<file path="src/rtl/ysyx_25020037_wbu_pkg.sv">
// Shared widths, write-back select codes, load funct3 codes and the LSU->WBU bus layout.
package ysyx_25020037_wbu_pkg;

  localparam int LU_TO_WU_BUS_WD = 173;
  localparam int WU_TO_GU_BUS_WD = 33;

  localparam logic [1:0] WB_SEL_ALU = 2'b00;
  localparam logic [1:0] WB_SEL_LD  = 2'b01;
  localparam logic [1:0] WB_SEL_CSR = 2'b10;
  localparam logic [1:0] WB_SEL_PC4 = 2'b11;

  localparam logic [2:0] F3_LB  = 3'b000;
  localparam logic [2:0] F3_LH  = 3'b001;
  localparam logic [2:0] F3_LW  = 3'b010;
  localparam logic [2:0] F3_LBU = 3'b100;
  localparam logic [2:0] F3_LHU = 3'b101;

  typedef struct packed {
    logic [31:0] pc;
    logic [31:0] dnpc;
    logic [31:0] alu_res;
    logic [31:0] ld_rdata;
    logic [31:0] csr_rdata;
    logic [4:0]  rd;
    logic        rf_we;
    logic [1:0]  wb_sel;
    logic [2:0]  ld_funct3;
    logic [1:0]  ld_addr_lo;
  } lu_to_wu_t;

  // x0 is hardwired, so a write to it is never enabled.
  function automatic logic wb_wen(input logic rf_we, input logic [4:0] rd);
    return rf_we & (rd != 5'd0);
  endfunction

endpackage

</file>
<file path="src/rtl/ysyx_25020037_wbu_if.sv">
// LSU->WBU capture handshake, WBU->GPR write-back handshake and commit signals.
interface ysyx_25020037_wbu_if;
  import ysyx_25020037_wbu_pkg::*;

  logic                       lsu_valid;
  logic                       wbu_ready;
  logic [LU_TO_WU_BUS_WD-1:0] lu_to_wu_bus;
  logic                       wbu_valid;
  logic                       gpr_ready;
  logic                       gpr_we;
  logic [4:0]                 wbu_rd;
  logic [WU_TO_GU_BUS_WD-1:0] wu_to_gu_bus;
  logic                       wbu_commit;
  logic [31:0]                commit_pc;
  logic [31:0]                commit_dnpc;

  modport master (
    input  lsu_valid, lu_to_wu_bus, gpr_ready,
    output wbu_ready, wbu_valid, gpr_we, wbu_rd, wu_to_gu_bus,
           wbu_commit, commit_pc, commit_dnpc
  );

  modport slave (
    output lsu_valid, lu_to_wu_bus, gpr_ready,
    input  wbu_ready, wbu_valid, gpr_we, wbu_rd, wu_to_gu_bus,
           wbu_commit, commit_pc, commit_dnpc
  );

endinterface

</file>
<file path="src/rtl/ysyx_25020037_Reg.sv">
// Generic enable-loaded register with asynchronous active-low reset to RESET_VAL.
module ysyx_25020037_Reg #(
  parameter int               WIDTH     = 1,
  parameter logic [WIDTH-1:0] RESET_VAL = '0
) (
  input  logic             clk,
  input  logic             rst_n,
  input  logic             i_wen,
  input  logic [WIDTH-1:0] i_din,
  output logic [WIDTH-1:0] o_dout
);

  logic [WIDTH-1:0] r_q;

  always_ff @(posedge clk or negedge rst_n) begin
    if (!rst_n) begin
      r_q <= RESET_VAL;
    end else if (i_wen) begin
      r_q <= i_din;
    end
  end

  assign o_dout = r_q;

endmodule

</file>
<file path="src/rtl/ysyx_25020037_wbu_ldext.sv">
// Combinational load extender: picks byte/half by address low bits, then sign/zero-extends by funct3.
module ysyx_25020037_ldext
  import ysyx_25020037_wbu_pkg::*;
(
  input  logic [31:0] i_ld_rdata,
  input  logic [1:0]  i_ld_addr_lo,
  input  logic [2:0]  i_ld_funct3,
  output logic [31:0] o_ld_res
);

  logic [7:0]  w_byte;
  logic [15:0] w_half;

  always_comb begin
    w_byte = i_ld_rdata[7:0];
    case (i_ld_addr_lo)
      2'd1:    w_byte = i_ld_rdata[15:8];
      2'd2:    w_byte = i_ld_rdata[23:16];
      2'd3:    w_byte = i_ld_rdata[31:24];
      default: w_byte = i_ld_rdata[7:0];
    endcase
  end

  // Halfword selection ignores addr bit 0; misaligned halves are not split.
  assign w_half = i_ld_addr_lo[1] ? i_ld_rdata[31:16] : i_ld_rdata[15:0];

  always_comb begin
    o_ld_res = i_ld_rdata;
    case (i_ld_funct3)
      F3_LB:   o_ld_res = {{24{w_byte[7]}}, w_byte};
      F3_LH:   o_ld_res = {{16{w_half[15]}}, w_half};
      F3_LW:   o_ld_res = i_ld_rdata;
      F3_LBU:  o_ld_res = {24'd0, w_byte};
      F3_LHU:  o_ld_res = {16'd0, w_half};
      default: o_ld_res = i_ld_rdata;
    endcase
  end

endmodule

</file>
<file path="src/rtl/ysyx_25020037_wbu.sv">
// Write-back unit: capture one retired instr, hold {gpr_wen,gpr_wdata} until GPR accepts, then pulse commit.
// Optional 64-bit retire counter and retire_cnt port under YSYX_25020037_WBU_RETIRE_CNT_EN.
module ysyx_25020037_wbu
  import ysyx_25020037_wbu_pkg::*;
#(
  parameter logic [31:0] RST_PC = 32'h8000_0000
) (
  input  logic                 clk,
  input  logic                 rst_n,
  ysyx_25020037_wbu_if.master  io
`ifdef YSYX_25020037_WBU_RETIRE_CNT_EN
  ,
  output logic [63:0]          retire_cnt
`endif
);

  localparam logic [0:0] S_IDLE = 1'b0;
  localparam logic [0:0] S_HOLD = 1'b1;

  logic [0:0]                 r_state;
  logic                       w_cap;
  logic                       w_acc;
  logic [LU_TO_WU_BUS_WD-1:0] w_bus_q;
  lu_to_wu_t                  w_lu;
  logic [31:0]                w_ld_res;
  logic [31:0]                w_wdata;
  logic                       w_wen;
  logic                       r_commit;
  logic [31:0]                r_commit_pc;
  logic [31:0]                r_commit_dnpc;

  assign w_cap = (r_state == S_IDLE) & io.lsu_valid;
  assign w_acc = (r_state == S_HOLD) & io.gpr_ready;

  always_ff @(posedge clk or negedge rst_n) begin
    if (!rst_n) begin
      r_state <= S_IDLE;
    end else if (w_cap) begin
      r_state <= S_HOLD;
    end else if (w_acc) begin
      r_state <= S_IDLE;
    end
  end

  ysyx_25020037_Reg #(
    .WIDTH     (LU_TO_WU_BUS_WD),
    .RESET_VAL ('0)
  ) u_bus_reg (
    .clk    (clk),
    .rst_n  (rst_n),
    .i_wen  (w_cap),
    .i_din  (io.lu_to_wu_bus),
    .o_dout (w_bus_q)
  );

  assign w_lu = lu_to_wu_t'(w_bus_q);

  ysyx_25020037_ldext u_ldext (
    .i_ld_rdata   (w_lu.ld_rdata),
    .i_ld_addr_lo (w_lu.ld_addr_lo),
    .i_ld_funct3  (w_lu.ld_funct3),
    .o_ld_res     (w_ld_res)
  );

  always_comb begin
    w_wdata = w_lu.alu_res;
    case (w_lu.wb_sel)
      WB_SEL_LD:  w_wdata = w_ld_res;
      WB_SEL_CSR: w_wdata = w_lu.csr_rdata;
      WB_SEL_PC4: w_wdata = w_lu.pc + 32'd4;
      default:    w_wdata = w_lu.alu_res;
    endcase
  end

  assign w_wen = wb_wen(w_lu.rf_we, w_lu.rd);

  // All payload outputs come from the capture register, never from the live LSU bus.
  assign io.wbu_ready    = (r_state == S_IDLE);
  assign io.wbu_valid    = (r_state == S_HOLD);
  assign io.gpr_we       = w_wen;
  assign io.wbu_rd       = w_lu.rd;
  assign io.wu_to_gu_bus = {w_wen, w_wdata};

  always_ff @(posedge clk or negedge rst_n) begin
    if (!rst_n) begin
      r_commit      <= 1'b0;
      r_commit_pc   <= RST_PC;
      r_commit_dnpc <= RST_PC;
    end else begin
      r_commit <= w_acc;
      if (w_acc) begin
        r_commit_pc   <= w_lu.pc;
        r_commit_dnpc <= w_lu.dnpc;
      end
    end
  end

  assign io.wbu_commit  = r_commit;
  assign io.commit_pc   = r_commit_pc;
  assign io.commit_dnpc = r_commit_dnpc;

`ifdef YSYX_25020037_WBU_RETIRE_CNT_EN
  logic [63:0] r_retire_cnt;

  always_ff @(posedge clk or negedge rst_n) begin
    if (!rst_n) begin
      r_retire_cnt <= 64'd0;
    end else if (w_acc) begin
      r_retire_cnt <= r_retire_cnt + 64'd1;
    end
  end

  assign retire_cnt = r_retire_cnt;
`endif

endmodule

</file>
<file path="src/flat_wrapper.sv">
// flat-port wrapper written by rule: the top's interface ports become plain ports
module ysyx_25020037_wbu_flat import ysyx_25020037_wbu_pkg::*;
#(
  parameter logic [31:0] RST_PC = 32'h8000_0000
)
  (clk, rst_n, io_lsu_valid, io_lu_to_wu_bus, io_gpr_ready, io_wbu_ready, io_wbu_valid, io_gpr_we, io_wbu_rd, io_wu_to_gu_bus, io_wbu_commit, io_commit_pc, io_commit_dnpc);
  ysyx_25020037_wbu_if io_i ();
  input  logic clk;
  input  logic rst_n;
  input wire logic [$bits(io_i.lsu_valid)-1:0] io_lsu_valid;
  input wire logic [$bits(io_i.lu_to_wu_bus)-1:0] io_lu_to_wu_bus;
  input wire logic [$bits(io_i.gpr_ready)-1:0] io_gpr_ready;
  output wire logic [$bits(io_i.wbu_ready)-1:0] io_wbu_ready;
  output wire logic [$bits(io_i.wbu_valid)-1:0] io_wbu_valid;
  output wire logic [$bits(io_i.gpr_we)-1:0] io_gpr_we;
  output wire logic [$bits(io_i.wbu_rd)-1:0] io_wbu_rd;
  output wire logic [$bits(io_i.wu_to_gu_bus)-1:0] io_wu_to_gu_bus;
  output wire logic [$bits(io_i.wbu_commit)-1:0] io_wbu_commit;
  output wire logic [$bits(io_i.commit_pc)-1:0] io_commit_pc;
  output wire logic [$bits(io_i.commit_dnpc)-1:0] io_commit_dnpc;
  assign io_i.lsu_valid = io_lsu_valid;
  assign io_i.lu_to_wu_bus = io_lu_to_wu_bus;
  assign io_i.gpr_ready = io_gpr_ready;
  assign io_wbu_ready = io_i.wbu_ready;
  assign io_wbu_valid = io_i.wbu_valid;
  assign io_gpr_we = io_i.gpr_we;
  assign io_wbu_rd = io_i.wbu_rd;
  assign io_wu_to_gu_bus = io_i.wu_to_gu_bus;
  assign io_wbu_commit = io_i.wbu_commit;
  assign io_commit_pc = io_i.commit_pc;
  assign io_commit_dnpc = io_i.commit_dnpc;
  ysyx_25020037_wbu #(.RST_PC(RST_PC)) u_core (.clk(clk), .rst_n(rst_n), .io(io_i));
endmodule
</file>
<file path="config.mk">
export PLATFORM = sky130hd
export DESIGN_NAME = ysyx_25020037_wbu_flat
export DESIGN_NICKNAME = d
export VERILOG_FILES = /design/src/rtl/ysyx_25020037_wbu_pkg.sv /design/src/rtl/ysyx_25020037_wbu_if.sv /design/src/rtl/ysyx_25020037_Reg.sv /design/src/rtl/ysyx_25020037_wbu_ldext.sv /design/src/rtl/ysyx_25020037_wbu.sv /design/src/flat_wrapper.sv
export SDC_FILE = /design/constraint.sdc
export NUM_CORES = 1
export LEC_CHECK = 0
export BUFFER_PORTS_ARGS = -buffer_cell sky130_fd_sc_hd__buf_2
export CORE_MARGIN = 2
export CORE_UTILIZATION = 53
export DETAILED_ROUTE_END_ITERATION = 16
export PLACE_DENSITY = 0.9
export SYNTH_ARGS = -nofsm -noshare
export SYNTH_HDL_FRONTEND = slang
export SYNTH_HIERARCHICAL = 1
export SYNTH_SLANG_ARGS = --single-unit
</file>
<file path="constraint.sdc">
create_clock -name clk -period 3 [get_ports clk]
set_clock_uncertainty 0.2 [all_clocks]
set_input_delay 0.3 -clock clk [delete_from_list [all_inputs] [get_ports clk]]
set_output_delay 0.3 -clock clk [all_outputs]
set_load 0.01 [all_outputs]
</file>
==> impl_metrics.json, run 1 <==
{
  "final_util": 0.767,
  "gr-total-overflow": 0,
  "crit_type": "register to primary output",
  "ctsRootBufferMaster": "clkbuf_16",
  "grt_usage": 0.323,
  "fp.dieW_um": 149,
  "firstDrtPassIters": 7,
  "synth_cell_types": 46,
  "crit_path_max_fanout": 7,
  "hold_viol": 0,
  "worstSetupEndpointType": "primary output",
  "synthDominantCellAreaShare": 0.534,
  "cp.required_ns": 2.50,
  "tns_ns": -2.51,
  "hold_class": "input pin to async pin",
  "regToRegSetupSlack_ns": 0.93,
  "layout_min_cycle_time_ns": 3.20,
  "setup-violations-final": 28,
  "drtAntennaViolNets": 0,
  "synth_edf_count": 0,
  "status": "complete, but fails checks",
  "synth_area_um2": 11100,
  "die_h_um": 149,
  "grt_pass1_wl_um": 54800,
  "fill_cells": 1102,
  "antenna_found_initial": 5,
  "max_slew.worst_pin.slew_ns": 0.900,
  "drt-total-wl_um": 36600,
  "max_freq_mhz": 313,
  "multi_input_area_um2": 4850,
  "maxSlewViolCount": 0,
  "cts_tree": "done",
  "start_util": 0.545,
  "slew_headroom": 0.400,
  "post-route-period-util": 1.07,
  "p_leak_uw": 0.00699,
  "synth_top_area_cell": "dfrtp_1",
  "rsz0062_at_grt": "yes",
  "clk_latency_ns": 0.52,
  "grt_max_degree": 120,
  "timing.rr.start": "u_core/io.wbu_valid$_DFFE_PN0P_",
  "ys_ff_latch": 239,
  "clk_transition_reported_paths_ns": 0.06,
  "grt_pass1_vias": 9809,
  "power.density_nw_per_um2": 792,
  "ys_top_cells_by_area": "dfrtp_1 53%, mux2_2 25%, mux4_2 4.5%, nand2_1 2.1%, clkbuf_8 2.0%",
  "violations": "setup timing",
  "final_nets": 1440,
  "routed_via_density": 5.82,
  "ir_drop_mv": 0.707,
  "yosysSeqAreaShare": 0.539,
  "synth_nets": 972,
  "io_buffers": 282,
  "htreeDepth": 1,
  "ys.flop_type": "dfrtp_1",
  "r2r_cells": 3,
  "seq_area_um2": 6000,
  "pin_count": 283,
  "worstReg2RegEnd": "u_core/u_bus_reg/o_dout[12]$_DFFE_PN0P_",
  "hpwl_um": 21800,
  "setup_ws_ns": -0.199,
  "cts_sinks": 239,
  "die_area_um2": 22100,
  "critical_path_arrival_ns": 2.70,
  "clock_path_buffers": 3,
  "drc": 0,
  "synthArstFlopShare": 1.00,
  "gp_congestion": 0.910,
  "ys_warn_count": 6,
  "drive_gt1_frac": 0.528,
  "critPathLaunchType": "register",
  "routedWlPerCell_um": 23.5,
  "cts_buffers": 25,
  "first_iter_violations": 747,
  "whs_ns": 0.176,
  "num_rows": 52,
  "via_count": 9045,
  "drv_cap": 0,
  "crit_start": "u_core/u_bus_reg/o_dout[1]$_DFFE_PN0P_",
  "synth_area_per_cell_um2": 14.0,
  "area_growth_pct": 40.7,
  "core_um2": 20400,
  "syn_inst": 794
}
==> layer usage <==
metal	GRT usage	share of wire
met1	0.394	0.37
met2	0.555	0.49
met3	0.0709	0.087
met4	0.141	0.053
met5	0	0
==> area by class of cell <==
type	instances	share of cell area
Clock buffer	34	0.0435
Timing Repair Buffer	489	0.228
Tap cell	270	0.0216
Antenna cell	5	0.000801
Clock inverter	11	0.00913
Inverter	8	0.00216
Sequential cell	239	0.384
Multi-Input combinational cell	499	0.311
==> cells in the mapped netlist, types with 2 or more instances <==
cell,count
a21oi_1,11
nand2_1,61
xnor2_1,16
dfstp_2,2
inv_1,7
nand4_1,11
mux4_2,22
a222oi_1,3
nor3_1,5
and3_1,4
xor2_1,12
and4_1,3
a22oi_1,13
nor2_1,20
buf_6,9
nand3_1,11
a22o_1,9
clkbuf_8,16
mux2_2,245
nor2b_1,6
dfrtp_1,237
o31ai_1,3
buf_2,7
o21bai_1,2
clkbuf_1,15
nor4_2,2
o22ai_1,6
o21ai_0,18
==> worst max-delay path: stages (launching register included) <==
cell      delay [ns]
dfrtp_1         0.41
mux4_2          0.58
nand3b_4        0.13
o41a_4          0.24
buf_6           0.12
nand2_1         0.04
mux4_2          0.51
buf_6           0.15
==> power by group <==
part / total (uW) / switching (uW) / leakage, uW / internal [uW]
combinational: 4260 / 2040 / 0.00380 / 2210
clock: 3170 / 1320 / 0.000398 / 1850
sequential: 4930 / 791 / 0.00278 / 4140
==> cells by family (layout without fill, tap and decap cells) <==
logic type / count (synthesis) / count (layout) / synth area share
AOI/OAI and AO/OA: 70 / 71 / 0.0423
xor gates and xnor gates: 28 / 28 / 0.0221
adders and majority gates: 1 / 1 / 0.00113
buffers and inverters: 57 / 542 / 0.0413
DFF: 239 / 239 / 0.539
muxes: 268 / 268 / 0.294
other: 0 / 5 / 0
and+or+nand+nor: 131 / 131 / 0.0600
==> flip-flops by register name, summed over array words and instances, names as in the netlist <==
name and flops:
u_core/u_bus_reg/o_dout 173, u_core/io.wbu_valid 1, u_core/io.commit_pc 32, u_core/io.wbu_commit 1
u_core/io.commit_dnpc 32
==> layout by cell type (no fill, tap or decap), types with 6 or more instances in the layout <==
| master | n |
|---|---|
| buf_2 | 270 |
| mux2_2 | 241 |
| dfrtp_1 | 226 |
| dlygate4sd3_1 | 175 |
| nand2_1 | 51 |
| clkbuf_16 | 25 |
| buf_4 | 23 |
| mux4_2 | 22 |
| nor2_1 | 17 |
| xnor2_1 | 16 |
| buf_6 | 15 |
| xor2_1 | 12 |
| nand4_1 | 11 |
| nand3_1 | 10 |
| a21oi_1 | 10 |
| dfrtp_2 | 10 |
| a22o_1 | 9 |
| o21ai_1 | 9 |
| nand2_2 | 8 |
| clkbuf_1 | 7 |
| o21ai_0 | 7 |
| a22oi_1 | 7 |
| inv_1 | 6 |
| a22oi_2 | 6 |
==> per-stage QoR <==
stage	instances	total power (uW)	worst slack (ns)	area, um2
final	1555	12400	-0.199	15600
after global routing	1555	12900	-0.240	15600
after CTS	1546	11900	-0.115	15400
after detailed placement	1314	8440	0.234	12600
after global placement	1314	8270	0.314	12600
after floorplan	794	6960	0.510	11100
==> how the worst max path moves through the flow <==
stage | end | slack, ns | cells past startpoint
after floorplan | io_wu_to_gu_bus[15] | 0.51 | 7
after global placement | io_wu_to_gu_bus[29] | 0.31 | 8
after detailed placement | io_wu_to_gu_bus[29] | 0.23 | 8
after CTS | io_wu_to_gu_bus[21] | -0.12 | 7
after global routing | io_wu_to_gu_bus[6] | -0.24 | 8
final | io_wu_to_gu_bus[28] | -0.20 | 7
==> repair_timing <==
action                                  CTS  global route
hold endpoints to repair                252             0
setup buffers                            11             4
hold buffers                            175             0
resized for setup                        26            56
endpoints found under the setup margin   28            30
cloned                                    1             0
pin swaps                                 9            11
Note: power is estimated with default switching activity, not from simulation.
==> run 2, diff against run 1 <==
Settings changed: CORE_UTILIZATION 53 to 55, PLACE_DENSITY 0.9 to 0.92.
Clock period 3 ns to 3.8 ns, I/O delays scaled along.
==> run 2 against run 1 <==
The run now ends clean. Critical endpoint is now io_wu_to_gu_bus[6]. Worst hold slack gained 0.11 ns. Total power is 24% lower. Sequential share of layout area is 1.1 points higher. Via count fell by 0.32%. Setup slack better by 0.40 ns. First-iteration DRC count rose by 0.13%. Critical path depth is 1 lower. Register-to-register slack better by 0.47 ns. Die area down 3.5%. Routed wire length grew 3.7%. Cell count decreased by 1.1%. Count of clock-buffer cells in the layout did not move.
==> impl_metrics.json, run 2 (synthesis gave the netlist of run 1 again) <==
{
  "status": "complete, no violations",
  "cts_sinks": 239,
  "first_iter_violations": 748,
  "clock_path_buffers": 3,
  "final_common_cell": "buf_2",
  "area_growth_pct": 36.5,
  "hold_viol": 0,
  "clk_transition_reported_paths_ns": 0.07,
  "setup_ws_ns": 0.199,
  "hpwl_um": 21900,
  "die_h_um": 146,
  "setup-violations-final": 0,
  "gp_congestion": 0.926,
  "tns_ns": 0,
  "grt_usage": 0.353,
  "clk_latency_ns": 0.53,
  "hold_class": "input pin to async pin",
  "r2r_cells": 3,
  "routed_via_density": 5.86,
  "max_freq_mhz": 278,
  "crit_path_max_fanout": 12,
  "fill_cells": 1148,
  "cts_tree": "done",
  "ctsRootBufferMaster": "clkbuf_16",
  "power.density_nw_per_um2": 617,
  "drv_cap": 0,
  "max_stage_delay_ns": 0.53,
  "placedInstanceArea_um2": 12600,
  "drt-total-wl_um": 38000,
  "rsz0062_at_grt": "no",
  "die_area_um2": 21300,
  "grt_pass1_vias": 9809,
  "slowest_stage": "nor2b_1",
  "ir_drop_mv": 0.512,
  "cts_buffers": 25,
  "path_depth": 6,
  "multi_input_area_um2": 4670,
  "critical_path_arrival_ns": 3.02,
  "p_total_uw": 9350,
  "cp.required_ns": 3.22,
  "max_slew.worst_pin.slew_ns": 0.967,
  "routedWlPerCell_um": 24.7,
  "maxSlewViolCount": 0,
  "crit_path_cell_trace": "nor2b_1 -> nor2_1 -> a22oi_1 -> o21ai_0 -> mux4_2 -> buf_2",
  "post_cts_buffers": 0,
  "dp_slack_ns": 0.969,
  "fin_area_um2": 15200,
  "grt_max_degree": 106,
  "path_delay_family": "simple AND/OR/NAND/NOR gates",
  "firstDrtPassIters": 5,
  "htreeDepth": 1,
  "slew_headroom": 0.354,
  "p_leak_uw": 0.00682,
  "antenna_found_initial": 7,
  "layout_min_cycle_time_ns": 3.60,
  "core_um2": 19700,
  "worstSetupEndpointType": "primary output",
  "fp.dieW_um": 146,
  "critPathLaunchType": "register",
  "gr-total-overflow": 0,
  "start_util": 0.565,
  "drc": 0,
  "pin_count": 283,
  "num_rows": 51,
  "drive_gt1_frac": 0.488,
  "whs_ns": 0.290,
  "mostFrequentLayoutCells": "281 x buf_2, 245 x mux2_2, 237 x dfrtp_1",
  "post-route-period-util": 0.948,
  "seq_area_um2": 5980,
  "final_nets": 1424,
  "largest_reg_flops": 173,
  "cts_resized": 0,
  "drtAntennaViolNets": 0,
  "io_buffers": 282,
  "via_count": 9016,
  "crit_type": "register to primary output",
  "crit_buf_inv": 1,
  "grt_pass1_wl_um": 57800,
  "holdBufCountCts": 175
}
## run 2: worst reg2reg max path, cell delays in order, from the launching register on
cell,delay [ns]
dfrtp_1,0.47
nor2b_4,0.79
buf_4,0.42
mux2_2,0.40
## run 2: final cells by class
class / instances / area share
Multi-Input combinational cell: 498 / 0.308
Clock inverter: 12 / 0.00619
Tap cell: 265 / 0.0219
Sequential cell: 239 / 0.395
Antenna cell: 8 / 0.00132
Timing Repair Buffer: 474 / 0.221
Inverter: 8 / 0.00198
Clock buffer: 34 / 0.0442
## run 2: worst paths after layout
path / start / to / slack (ns)
setup / recovery: u_core/u_bus_reg/o_dout[2]$_DFFE_PN0P_ / io_wu_to_gu_bus[6] / 0.20
hold / removal: rst_n / u_core/u_bus_reg/o_dout[128]$_DFFE_PN0P_ / 0.29
setup reg to reg: u_core/io.wbu_valid$_DFFE_PN0P_ / u_core/u_bus_reg/o_dout[14]$_DFFE_PN0P_ / 1.40
hold reg to reg: u_core/io.commit_dnpc[7]$_DFFE_PN0P_ / u_core/io.commit_dnpc[7]$_DFFE_PN0P_ / 0.30
max in group asynchronous: rst_n / u_core/u_bus_reg/o_dout[52]$_DFFE_PN0P_ / 2.10
min in group clk: u_core/io.commit_dnpc[7]$_DFFE_PN0P_ / u_core/io.commit_dnpc[7]$_DFFE_PN0P_ / 0.30
## run 2: power breakdown
group	switching (uW)	total, uW	internal (uW)	leakage, uW
combinational	1540	3100	1560	0.00366
sequential	649	3910	3260	0.00279
clock	1090	2350	1260	0.000367
total	3270	9350	6080	0.00682
## run 2: through the flow
stage | utilization | cells
6_report | 0.771 | 1538
5_1_grt | 0.771 | 1538
4_1_cts | 0.770 | 1530
3_5_place_dp | 0.642 | 1309
3_3_place_gp | 0.642 | 1309
2_1_floorplan | - | 794
## run 2: metal layers
metal | vias up | share of wire | track usage
met5 | - | 0 | 0
li1 | 3783 | - | -
met3 | 135 | 0.080 | 0.0772
met4 | 0 | 0.050 | 0.151
met2 | 554 | 0.51 | 0.617
met1 | 4544 | 0.36 | 0.424
